$ cat src/rtl/spi_reg_master.sv
// SPI initiator for the 16-bit register-bank frame (8-bit address, 8-bit value, MSB first).
// Drives spi_clk/cs/special/mosi from the system clock and captures MISO into rx_data.
module spi_reg_master #(
  parameter int unsigned CLK_DIV = 2
) (
  input  logic        clk,
  input  logic        rst,
  input  logic        start,
  input  logic [7:0]  addr,
  input  logic [7:0]  val,
  input  logic        special_sel,
  output logic        ready,
  output logic        done,
  output logic [15:0] rx_data,
  output logic        spi_clk,
  output logic        spi_cs,
  output logic        spi_special,
  output logic        spi_mosi,
  input  logic        spi_miso
);

  localparam logic [2:0] StIdle  = 3'd0;
  localparam logic [2:0] StPre   = 3'd1;
  localparam logic [2:0] StSetup = 3'd2;
  localparam logic [2:0] StShift = 3'd3;
  localparam logic [2:0] StHold  = 3'd4;
  localparam logic [2:0] StCsup  = 3'd5;
  localparam logic [2:0] StPost  = 3'd6;

  localparam int unsigned CntW = (CLK_DIV > 1) ? $clog2(CLK_DIV) : 1;
  localparam logic [CntW-1:0] CntMax = CntW'(CLK_DIV - 1);
  // Half-period index 30 is the high phase after rise 15; its end is the last fall.
  localparam logic [4:0] LastHp = 5'd30;

  logic [2:0]      state_q, state_d;
  logic [CntW-1:0] cnt_q, cnt_d;
  logic [4:0]      hp_q, hp_d;
  logic [15:0]     tx_q, tx_d;
  logic [15:0]     rx_sh_q, rx_sh_d;
  logic [15:0]     rx_data_q, rx_data_d;
  logic            ready_q, ready_d;
  logic            done_q, done_d;
  logic            sclk_q, sclk_d;
  logic            cs_q, cs_d;
  logic            special_q, special_d;
  logic            mosi_q, mosi_d;
  logic            tick;

  assign tick = (cnt_q == CntMax);

  always_comb begin
    state_d   = state_q;
    cnt_d     = tick ? '0 : cnt_q + 1'b1;
    hp_d      = hp_q;
    tx_d      = tx_q;
    rx_sh_d   = rx_sh_q;
    rx_data_d = rx_data_q;
    ready_d   = ready_q;
    done_d    = 1'b0;
    sclk_d    = sclk_q;
    cs_d      = cs_q;
    special_d = special_q;
    mosi_d    = mosi_q;

    case (state_q)
      StIdle: begin
        cnt_d = '0;
        if (start && ready_q) begin
          state_d   = StPre;
          tx_d      = {addr, val};
          special_d = !special_sel;
          ready_d   = 1'b0;
        end
      end
      StPre: begin
        if (tick) begin
          state_d = StSetup;
          cs_d    = 1'b0;
          mosi_d  = tx_q[15];
        end
      end
      StSetup: begin
        if (tick) begin
          state_d = StShift;
          sclk_d  = 1'b1;
          rx_sh_d = {rx_sh_q[14:0], spi_miso};
          hp_d    = '0;
        end
      end
      StShift: begin
        if (tick) begin
          if (hp_q == LastHp) begin
            state_d = StHold;
            sclk_d  = 1'b0;
          end else begin
            hp_d = hp_q + 5'd1;
            if (hp_q[0]) begin
              // Rise k>=1: sample MISO and present the next MOSI bit.
              sclk_d  = 1'b1;
              rx_sh_d = {rx_sh_q[14:0], spi_miso};
              tx_d    = {tx_q[14:0], 1'b0};
              mosi_d  = tx_q[14];
            end else begin
              sclk_d = 1'b0;
            end
          end
        end
      end
      StHold: begin
        if (tick) begin
          state_d = StCsup;
          cs_d    = 1'b1;
          mosi_d  = 1'b0;
        end
      end
      StCsup: begin
        if (tick) begin
          state_d   = StPost;
          special_d = 1'b1;
        end
      end
      StPost: begin
        if (tick) begin
          state_d   = StIdle;
          done_d    = 1'b1;
          ready_d   = 1'b1;
          rx_data_d = rx_sh_q;
        end
      end
      default: begin
        state_d = StIdle;
      end
    endcase
  end

  always_ff @(posedge clk) begin
    if (rst) begin
      state_q   <= StIdle;
      cnt_q     <= '0;
      hp_q      <= '0;
      tx_q      <= '0;
      rx_sh_q   <= '0;
      rx_data_q <= '0;
      ready_q   <= 1'b1;
      done_q    <= 1'b0;
      sclk_q    <= 1'b0;
      cs_q      <= 1'b1;
      special_q <= 1'b1;
      mosi_q    <= 1'b0;
    end else begin
      state_q   <= state_d;
      cnt_q     <= cnt_d;
      hp_q      <= hp_d;
      tx_q      <= tx_d;
      rx_sh_q   <= rx_sh_d;
      rx_data_q <= rx_data_d;
      ready_q   <= ready_d;
      done_q    <= done_d;
      sclk_q    <= sclk_d;
      cs_q      <= cs_d;
      special_q <= special_d;
      mosi_q    <= mosi_d;
    end
  end

  assign ready       = ready_q;
  assign done        = done_q;
  assign rx_data     = rx_data_q;
  assign spi_clk     = sclk_q;
  assign spi_cs      = cs_q;
  assign spi_special = special_q;
  assign spi_mosi    = mosi_q;

endmodule

$ cat config.mk
export PLATFORM = sky130hd
export DESIGN_NAME = spi_reg_master
export DESIGN_NICKNAME = d
export VERILOG_FILES = /design/src/rtl/spi_reg_master.sv
export SDC_FILE = /design/constraint.sdc
export NUM_CORES = 1
export LEC_CHECK = 0
export CORE_ASPECT_RATIO = 0.6
export CORE_MARGIN = 2
export CORE_UTILIZATION = 45
export CTS_CLUSTER_DIAMETER = 50
export DETAILED_ROUTE_END_ITERATION = 10
export PLACE_DENSITY_LB_ADDON = 0.1
export SETUP_SLACK_MARGIN = 0.5
export SLEW_MARGIN = 20
export SYNTH_ARGS = -nofsm -noshare
export SYNTH_HDL_FRONTEND = slang
export SYNTH_SLANG_ARGS = --single-unit
$ cat constraint.sdc
create_clock -name clk -period 1.8 [get_ports clk]
set_input_delay 0.36 -clock clk [delete_from_list [all_inputs] [get_ports clk]]
set_output_delay 0.36 -clock clk [all_outputs]
set_load 0.005 [all_outputs]
## Word level (Yosys, flattened, before mapping)

Cells that the tools add are included.

- Flip-flop bits (word level): 63
- Latch bits: 0
- Memory bits (writable): 0
- ROM bits: 0
- Input bits: 21
- Logic and storage cells: 93
- Memories: 0

- Add/sub/neg operators: 2
- $mul: 0
- Div/mod/pow operators: 0
- Order comparisons: 0
- Equal/unequal tests: 17
- Shifts and indexed selects: 0
- Mux-type cells: 40
- Bitwise gates (word level): 1
- Reductions and logical operators: 21

Operators with widths:

| cell | number |
|---|---|
| 16-bit two-way mux | 8 |
| 16-bit case mux with 2 select lines | 2 |
| 3-bit two-way mux | 8 |
| 3-bit case mux with 7 select lines | 1 |
| 2-bit inequality test, second input constant | 10 |
| 5-bit two-way mux | 3 |
| 1-bit two-way mux | 12 |
| 3-bit AND reduction | 4 |
| 5-bit case mux with 2 select lines | 1 |
| 5-bit AND reduction | 2 |
| 2-bit nonzero test | 5 |
| 3-bit == test, second input constant | 3 |
| 1-bit case mux with 2 select lines | 4 |
| 8-bit AND reduction | 1 |
| 3-bit by 2-bit == test with 1-bit output, second input constant | 2 |
| 6-bit AND reduction | 1 |
| 5-bit by 1-bit adder with 5-bit output, second input constant | 1 |
| 5-bit == test, second input constant | 1 |
| 4-bit AND reduction | 1 |
| 3-bit by 1-bit == test with 1-bit output, second input constant | 1 |
| 3-bit zero test | 1 |
| 1-bit case mux with 3 select lines | 1 |
| 3-bit nonzero test | 1 |
| 3-bit OR reduction | 1 |
| other kinds (6) | 6 |

## Depth between registers and ports, before layout

- Word-level depth: 4
- Mapped depth: 9
- Depth with buffers taken out: 6

## Least setup slack after synthesis

Ideal clock, no wire load.

- Path type: reg-to-reg
- From: reg hp_q[0]
- To: reg rx_sh_q[0]
- Library setup time: 0.072 ns
- Arrival: 1.881 ns
- Path slack: -0.153 ns
- Cell stages (with the launch flop): 9
- Path buffers: 2
- Period minus slack after synthesis: 1.953 ns
- Cell sequence: dfxtp_1 clkbuf_1 inv_1 ha_1 nand4_1 nand2_1 a21oi_2 buf_4 mux2i_1

- Cells in the longest elaborated chain, start to end: 3
- Elaborated cells on any way between the ends: 4
- Those cells by class: eq/ne: 3; reduce/logical: 1

Ends and longest elaborated chain:

| item | RTL line | RTL |
|---|---|---|
| start: declaration | 37 | `logic [4:0] hp_q, hp_d;` |
| start signal: assignment | 153 | `hp_q <= hp_d;` |
| 5-bit == test | 92 | `if (hp_q == LastHp) begin` |
| 2-bit inequality test (no line) | n/a |  |
| 5-bit AND reduction (no line) (*) | n/a |  |
| end signal: assignment | 155 | `rx_sh_q <= rx_sh_d;` |
| end: declaration | 39 | `logic [15:0] rx_sh_q, rx_sh_d;` |

Mark *: on every way between the ends. The rest lies on a longest branch, timed or not.
A chain may end at the register's enable or synchronous reset.

## Worst setup path in the final report

- From: reg hp_q[0]
- To: reg tx_q[1]

- Cells in the longest elaborated chain, start to end: 3
- Elaborated cells on any way between the ends: 4
- Those cells by class: eq/ne: 3; reduce/logical: 1

Ends and longest elaborated chain:

| item | RTL line | RTL |
|---|---|---|
| 5-bit == test | 92 |  |
| 2-bit inequality test (no line) | n/a |  |
| 5-bit AND reduction (no line) (*) | n/a |  |
| end signal: assignment | 154 | `tx_q <= tx_d;` |
| end: declaration | 38 | `logic [15:0] tx_q, tx_d;` |

Marked as above.

==> run_results.csv <==
group,metric,value,unit
critical_path,cp-end-kind,"register",
final_layout,syn2layout_area_growth,44.8,%
critical_path,worst_setup_path_start_kind,"register",
route,drt-initial-drc-count,130,
route,drtAntennaViolNets,0,
floorplan,dieHeight,65.2,um
timing,rsz0062_at_grt,"true",
power,p_leak,1.54,nW
critical_path,cp_top_family,"compound AO/OA/AOI/OAI gates",
timing,fmax,651,MHz
synth,synth_edf_count,0,
power,p_per_area,789,nW/um2
power,peakVddDrop,0.409,mV
clock_tree,cts_tree,"done",
synth,synth_seq_area_share,44.9,%
critical_path,max_stage_delay,0.34,ns
synth,ys_ff_latch,63,
grt,grt_pass1_vias,2267,
route,via_per_inst,5.30,
grt,grtUsageTotal,20.8,%
floorplan,io_pins,43,
synth,yosys_warnings,0,
timing,setup_viol,0,
clock_tree,clk_latency,0.34,ns
synth,synth_area_leaders,"dfxtp_1, mux2i_1, a21oi_1",
synth,synth_nets,321,
grt,grt_start_max_net_pins,39,
final_layout,final_layout_size_suffix_gt1_share,34.2,%
grt,overflow,0,
min_path,hold_path.class,"in -> reg",
place,dp_worst_setup_slack,-0.0146,ns
floorplan,start_util,46.2,%
final_layout,insertedDiodeCount,0,
clock_tree,clock_path_buffers,2,
synth,synthFlopType,"dfxtp_1",
critical_path,criticalPathCategory,"reg -> reg",
synth,yosysTopAreaCellShare,44.9,%
power,comb_power_share,14.7,%
power,power.share.clock,38.2,%
timing,slew_violations,0,
floorplan,rows,22,
grt,grt_pass1_wl,11200,um
critical_path,crit_buf_inv,2,
floorplan,die_area,6910,um2
place,port_buffers,42,
power,switchingPower,0.834,mW
grt,antenna_found_initial,0,
critical_path,crit_required,2.06,ns
clock_tree,holdBufCountCts,0,
final_layout,design_area,4070,um2
run,maxCapViolations,0,
route,post-route-drc-count,0,
route,wl,6710,um
route,dr.pass1.iters,4,
route,vias,2412,
route,post_drt_wl_per_cell,14.7,um
clock_tree,root_buffer,"clkbuf_8",
critical_path,crit_arrival,1.80,ns
critical_path,cp_slowest_cell,"dfxtp_2",
timing,finalCritPeriodShare,85.4,%
clock_tree,cts.sinks,63,
power,seqPwrFrac,47.1,%
floorplan,chipWidth,106,um
power,internal-power,2.38,mW
place,dp_cells,418,
clock_tree,htreeDepth,3,
timing,worst_slew_pin_slew,0.328,ns
final_layout,stdcell_count,455,
final_layout,final_nets,389,
clock_tree,clk_pin_slew_worst_paths,0.07,ns
synth,netlist_instances,298,
synth,synth_cell_types,43,
timing,layout_setup_ws,0.263,ns
clock_tree,numCtsBuffers,9,
timing,hold_viol,0,
synth,syn_area_per_cell,9.43,um2
critical_path,path_cells,"inv_4, ha_4, nand4_1, buf_4, a21o_4, and2_4, a211oi_2",
place,dpl_cell_area,3420,um2
timing,clock-skew-final,0.00972,ns
floorplan,core,6080,um2
place,dp_hpwl,4140,um
status,outcome,"finished, final reports clean",
critical_path,critPathMaxFanout,8,
place,gp_congestion,0.842,
synth,synth_area,2810,um2
timing,setup_tns,0,ns
power,switching_share,26.0,%
timing,slew_headroom,77.9,%
synth,synthArstFlopShare,0,%
timing,min_period,1.54,ns
synth,netlist.top_cell.by_area,"dfxtp_1",
-- final timing paths --
| kind | startpoint | endpoint | slack (ns) | cells past startpoint |
|---|---|---|---|---|
| worst max register to register | hp_q[0] | tx_q[1] | 0.26 | 7 |
| worst min register to register | rx_data[15] | rx_data[15] | 0.45 | 2 |
| worst min-delay path | rst | rx_data[10] | 0.24 | 2 |
| worst max-delay path | hp_q[0] | tx_q[1] | 0.26 | 7 |
-- layout by cell type (no fill, tap or decap), types with 3 or more instances in the layout --
cell type / count
a211oi_2: 16
a21oi_1: 26
a21oi_2: 8
a21oi_4: 10
a41oi_1: 3
buf_12: 5
buf_4: 27
buf_6: 5
clkbuf_8: 10
clkdlybuf4s15_1: 17
clkdlybuf4s50_1: 18
clkinv_2: 3
dfxtp_1: 44
dfxtp_2: 17
dlygate4sd2_1: 6
mux2i_1: 31
nand2_1: 38
nand2b_1: 20
nand4_1: 3
nor2_1: 7
nor3_1: 5
o21ai_0: 6
-- flip-flops by register name, indices dropped and copies added, names as in the netlist --
| name | flops |
|---|---|
| hp_q | 5 |
| state_q | 3 |
| spi_clk | 1 |
| rx_data | 16 |
| spi_mosi | 1 |
| ready | 1 |
| spi_cs | 1 |
| tx_q | 16 |
| rx_sh_q | 16 |
| spi_special | 1 |
| done | 1 |
| cnt_q | 1 |
-- timing repair --
action / 4_1_cts / 5_1_grt
setup buffers: 12 / 7
endpoints found under the setup margin: 80 / 76
pin swaps: 11 / 12
gates cloned: 2 / 0
gates resized for setup: 81 / 31
-- area by class of cell --
cell class | count | area [um2]
Fill cell | 508 | 2020
Clock inverter | 6 | 60.1
Multi-Input combinational cell | 208 | 1650
Inverter | 3 | 13.8
Sequential cell | 63 | 1290
Tap cell | 84 | 105
Clock buffer | 10 | 138
Timing Repair Buffer | 81 | 810
-- metal layers --
metal	share of wire (%)	GRT usage [%]	wire (um)	up-vias
met3	3.4	5.36	231	15
met4	2.0	9.21	131	0
met5	0	0	0	-
met2	41	29.8	2750	46
li1	-	-	-	1200
met1	54	29.5	3600	1151
-- logic make-up after synthesis --
logic type                 after synthesis  share of synthesized area [%]
and+or+nand+nor                         91                           17.6
AOI/OAI and AO/OA                       82                           19.9
DFF                                     63                           44.9
muxes                                   31                           11.0
buffers and inverters                   28                           5.35
adders and majority gates                2                          0.891
xor gates and xnor gates                 1                          0.312
-- power groups by stage --
stage	Clock, mW	Combinational, mW	Sequential (mW)
finish	1.23	0.471	1.51
floorplan	0	0.261	1.51
CTS	1.25	0.440	1.51
global placement	0	0.349	1.53
detailed placement	0	0.356	1.53
global route	1.31	0.509	1.52
-- synthesized netlist by cell type, types with 2 or more instances --
cell      count
a211oi_1      7
a211oi_2     10
a21o_1        2
a21oi_1      42
a21oi_2       2
a41oi_1       3
buf_2         6
buf_6         3
clkbuf_1     13
dfxtp_1      63
ha_1          2
inv_1         3
mux2i_1      31
nand2_1      39
nand2b_1     20
nand3_1       3
nand4_1       3
nand4b_1      2
nor2_1        8
nor3_1        5
nor3b_2       2
o211ai_1      2
o21ai_0       6
o22ai_1       2
-- metrics by stage --
step / hold slack, ns / power [mW] / util (%)
4_1_cts: 0.222 / 3.20 / 64.6
6_report: 0.240 / 3.21 / 66.9
3_3_place_gp: 0.442 / 1.88 / 56.2
3_5_place_dp: 0.447 / 1.89 / 56.2
5_1_grt: 0.249 / 3.34 / 66.9
2_1_floorplan: 0.432 / 1.78 / -
Power figures use the tool's default switching activity.
